## src/rtl/uart_cmd_sender.sv

```systemverilog
// Host-side command initiator: serialises {addr, op, data[7:0..31:24]} as six
// UART 8N1 bytes, each followed by an idle-high gap, then pulses done.
module uart_cmd_sender #(
  parameter int CLKS_PER_BIT = 430,
  parameter int GAP_CLKS     = 4500
) (
  input  logic        clk,
  input  logic        rst,
  input  logic        cmd_valid,
  output logic        cmd_ready,
  input  logic [7:0]  cmd_addr,
  input  logic [7:0]  cmd_op,
  input  logic [31:0] cmd_data,
  output logic        uart_tx,
  output logic        busy,
  output logic        done
);

  localparam int BW = (CLKS_PER_BIT > 1) ? $clog2(CLKS_PER_BIT) : 1;
  localparam int GW = (GAP_CLKS > 1) ? $clog2(GAP_CLKS) : 1;
  localparam logic [BW-1:0] BAUD_LAST = BW'(CLKS_PER_BIT - 1);
  localparam logic [GW-1:0] GAP_LAST  = GW'((GAP_CLKS > 0) ? GAP_CLKS - 1 : 0);

  typedef enum logic [2:0] {S_IDLE, S_START, S_DATA, S_STOP, S_GAP} state_t;

  state_t        state_q, state_d;
  logic [BW-1:0] baud_q, baud_d;
  logic [GW-1:0] gap_q, gap_d;
  logic [2:0]    bit_q, bit_d;
  logic [2:0]    idx_q, idx_d;
  logic [47:0]   shreg_q, shreg_d;
  logic          tx_q, tx_d;
  logic          busy_q, busy_d;
  logic          done_q, done_d;
  logic          baud_last;
  logic          byte_end;

  always_ff @(posedge clk) begin
    if (rst) begin
      state_q <= S_IDLE;
      baud_q  <= '0;
      gap_q   <= '0;
      bit_q   <= '0;
      idx_q   <= '0;
      shreg_q <= '0;
      tx_q    <= 1'b1;
      busy_q  <= 1'b0;
      done_q  <= 1'b0;
    end else begin
      state_q <= state_d;
      baud_q  <= baud_d;
      gap_q   <= gap_d;
      bit_q   <= bit_d;
      idx_q   <= idx_d;
      shreg_q <= shreg_d;
      tx_q    <= tx_d;
      busy_q  <= busy_d;
      done_q  <= done_d;
    end
  end

  always_comb begin
    state_d   = state_q;
    baud_d    = baud_q;
    gap_d     = gap_q;
    bit_d     = bit_q;
    idx_d     = idx_q;
    shreg_d   = shreg_q;
    busy_d    = busy_q;
    done_d    = 1'b0;
    byte_end  = 1'b0;
    baud_last = (baud_q == BAUD_LAST);

    case (state_q)
      S_IDLE: begin
        if (cmd_valid) begin
          shreg_d = {cmd_data, cmd_op, cmd_addr};
          idx_d   = '0;
          baud_d  = '0;
          busy_d  = 1'b1;
          state_d = S_START;
        end
      end
      S_START: begin
        if (baud_last) begin
          baud_d  = '0;
          bit_d   = '0;
          state_d = S_DATA;
        end else begin
          baud_d = baud_q + BW'(1);
        end
      end
      S_DATA: begin
        if (baud_last) begin
          baud_d = '0;
          if (bit_q == 3'd7) begin
            state_d = S_STOP;
          end else begin
            bit_d = bit_q + 3'd1;
          end
        end else begin
          baud_d = baud_q + BW'(1);
        end
      end
      S_STOP: begin
        if (baud_last) begin
          baud_d = '0;
          gap_d  = '0;
          if (GAP_CLKS == 0) begin
            byte_end = 1'b1;
          end else begin
            state_d = S_GAP;
          end
        end else begin
          baud_d = baud_q + BW'(1);
        end
      end
      S_GAP: begin
        if (gap_q == GAP_LAST) begin
          byte_end = 1'b1;
        end else begin
          gap_d = gap_q + GW'(1);
        end
      end
      default: state_d = S_IDLE;
    endcase

    // The last byte's gap ends the frame; earlier gaps roll into the next start bit.
    if (byte_end) begin
      if (idx_q == 3'd5) begin
        state_d = S_IDLE;
        busy_d  = 1'b0;
        done_d  = 1'b1;
      end else begin
        idx_d   = idx_q + 3'd1;
        shreg_d = shreg_q >> 8;
        state_d = S_START;
      end
    end

    // Line level follows the state being entered, so uart_tx is a plain flop.
    case (state_d)
      S_START: tx_d = 1'b0;
      S_DATA:  tx_d = shreg_d[bit_d];
      default: tx_d = 1'b1;
    endcase
  end

  assign cmd_ready = (state_q == S_IDLE);
  assign uart_tx   = tx_q;
  assign busy      = busy_q;
  assign done      = done_q;

endmodule

```

## config.mk

```make
export PLATFORM = sky130hd
export DESIGN_NAME = uart_cmd_sender
export DESIGN_NICKNAME = d
export VERILOG_FILES = /design/src/rtl/uart_cmd_sender.sv
export SDC_FILE = /design/constraint.sdc
export NUM_CORES = 1
export LEC_CHECK = 0
export BUFFER_PORTS_ARGS = -buffer_cell sky130_fd_sc_hd__buf_2
export CAP_MARGIN = 20
export CORE_ASPECT_RATIO = 1.75
export CORE_UTILIZATION = 55
export DETAILED_ROUTE_END_ITERATION = 10
export PLACE_DENSITY = 0.77
export SYNTH_ARGS = -nofsm -noshare
export SYNTH_HDL_FRONTEND = slang
export SYNTH_SLANG_ARGS = --single-unit
```

## constraint.sdc

```tcl
create_clock -name clk -period 3.7 [get_ports clk]
set_clock_uncertainty 0.1 [all_clocks]
set_input_delay 1.11 -clock clk [delete_from_list [all_inputs] [get_ports clk]]
set_output_delay 1.11 -clock clk [all_outputs]
set_load 0.005 [all_outputs]
```

==> flow_summary.yaml <==
cells_and_area:
  diodes: 0
  fill_cells: 595
  fin_util_pct: 66.0
  fin_nets: 603
  area_growth_pct: 16.1
  seqCellArea_mm2: 0.00164
  mostFrequentLayoutCell: "nand2_1"
  most-common-layout-cells: "nand2_1 (92), nor2_1 (88), dfxtp_1 (82), buf_2 (54), o21ai_0 (40)"
  fin_area_mm2: 0.00453
  multiInputGateArea_mm2: 0.00211
  drive_gt1_share_pct: 16.5
cts:
  clock_sink_count: 82
  postCtsHoldBufs: 0
  clk_latency_ns: 0.34
  numCtsBuffers: 9
  htreeDepth: 3
  ctsLongestPathBuffers: 2
  clk_pin_slew_ns: 0.06
  clockRootBuffer: "clkbuf_16"
  cts_setup_buffers: 0
  cts_resized: 0
  cts_tree: "built"
sta:
  grt_setup_unrepaired: "no"
  slew-limit-headroom_pct: 64.1
  finalCriticalPeriod_ns: 2.88
  drv_slew: 0
  fmax_ghz: 0.348
  setup_viol: 0
  setup_tns_ns: 0
  fin_crit_sh_pct: 77.7
  finalWorstSetupSlack_ns: 0.823
  hold_viol: 0
  worst_slew_pin_slew_ns: 0.536
drt:
  drt_pass1_iterations: 4
  drtIter0Drc: 130
  num_vias: 3549
  drcViolationCount: 0
  final_antenna_net_count: 0
  via_per_inst: 5.60
  drt_wl_total_um: 8770
  wl_per_cell_um: 13.8
power:
  power_mw: 2.08
  power_density_mw_per_mm2: 460
  ir_drop_v: 0.000315
  leakage_nw: 1.90
critical_path:
  critPathMaxFanout: 20
  path_class: "primary input to flip-flop"
  path_buf_inv: 1
  path_delay_family: "multiplexers"
  reg2reg_slack_ns: 0.86
  cp_common_cell: "mux2_2"
  max_stage_delay_ns: 0.49
  crit_slowest_cell: "mux4_1"
  arrival_ns: 3.00
  cp-start-kind: "primary input"
  cp.required_ns: 3.82
  path_cells: "buf_2 > and2_2 > mux2_2 > mux4_1 > mux2_2 > a21oi_2 > a21oi_1"
  cp-end-kind: "flip-flop"
floorplan:
  fp.dieArea_mm2: 0.00744
  fp.dieH_um: 113
  io_pins: 55
  initial_core_util_pct: 56.9
  rows: 40
  die_w_um: 65.6
  core_area_mm2: 0.00686
yosys:
  synthTopCellsByArea: "dfxtp_1 (42%), nand2_1 (8.9%), nor2_1 (8.5%)"
  yosysSeqAreaShare_pct: 42.1
  synth.net_count: 563
  syn_area_mm2: 0.00390
  syn_inst: 506
  yosysWarningCount: 0
  synth.avg_cell_area_um2: 7.71
  yosysTopAreaCell: "dfxtp_1"
  ys_types: 49
  synth_top_area_share_pct: 42.1
  synthFlopType: "dfxtp_1"
  synth_seq_cells: 82
  async_flop_share_pct: 0
  synth_edf_count: 0
placement:
  postPlaceCellArea_mm2: 0.00420
  io_buffers: 54
  pre_cts_ws_ns: 0.469
  hpwl_um: 6260
  place_congestion: 0.821
global_routing:
  grt_start_max_net_pins: 42
  antenna_found_initial: 0
  grt_pass1_wl_um: 14400
  grt_pass1_vias: 3335
  overflow: 0
  grt_usage_pct: 25.3
run:
  maxCapViolCount: 0
run_status:
  status: "finished clean"
min_path:
  hold_path_class: "flip-flop to flip-flop"
-- power by group --
group / switching (mW) / leakage (nW) / internal [mW]
registers: 0.0238 / 0.669 / 0.921
clock network: 0.340 / 0.161 / 0.611
logic: 0.104 / 1.07 / 0.0829
-- worst register-to-register path, cell delays in order, from the launching register on --
cell	delay, ns
dfxtp_1	0.43
nor3_1	0.34
and2_2	0.47
mux2_2	0.40
mux4_1	0.49
mux2_2	0.29
a21oi_2	0.13
a21oi_1	0.07
-- per-layer routing --
layer | vias up | wire (um) | global-route usage (%)
li1 | 1801 | - | -
met1 | 1663 | 3390 | 25.4
met2 | 69 | 4900 | 47.0
met3 | 16 | 302 | 5.40
met4 | 0 | 173 | 12.5
met5 | - | 0 | 0
-- synth_stat cells, types with 4 or more instances --
library cell,number
dfxtp_1,82
o21ai_0,40
nand3_1,36
nor4_1,4
or3_1,6
a21oi_1,25
nor2_1,88
clkbuf_1,27
mux4_1,4
inv_1,9
xor2_1,5
nor3_1,16
nand2_1,92
ha_1,6
mux2_2,9
xnor2_1,7
-- stage by stage --
step	hold WS, ns	cells
2_1_floorplan	0.333	506
3_3_place_gp	0.342	619
3_5_place_dp	0.346	619
4_1_cts	0.354	634
5_1_grt	0.381	634
6_report	0.355	634
-- sequential cells by signal, indices dropped and copies added, names as in the netlist --
signal   flops
baud_q       9
bit_q        3
busy         1
done         1
gap_q       13
idx_q        3
shreg_q     48
state_q      3
uart_tx      1
-- path summary, 6_finish.rpt --
check	end	cells after the start	from
min	shreg_q[40]	2	shreg_q[40]
max	uart_tx	7	cmd_valid
min reg2reg	shreg_q[40]	2	shreg_q[40]
max reg2reg	uart_tx	7	state_q[2]
-- kinds of logic after synthesis --
kind of cell,after synthesis,synth area share (%)
multiplexers,14,5.55
adder cells (fa/ha/maj),6,1.93
AO/OA/AOI/OAI,81,11.6
AND/OR/NAND/NOR,271,32.2
flip-flops,82,42.1
XOR/XNOR,12,2.70
buffers and inverters,40,3.92
-- final cells by class --
type / instances / share of cell area [%]
multi-input cells: 384 / 46.5
flip-flops and latches: 82 / 36.3
repair buffers: 60 / 6.97
clock buffers: 14 / 6.50
well taps: 84 / 2.32
inverters: 9 / 0.746
clock inverters: 1 / 0.664
(Power assumes the default switching activity.)
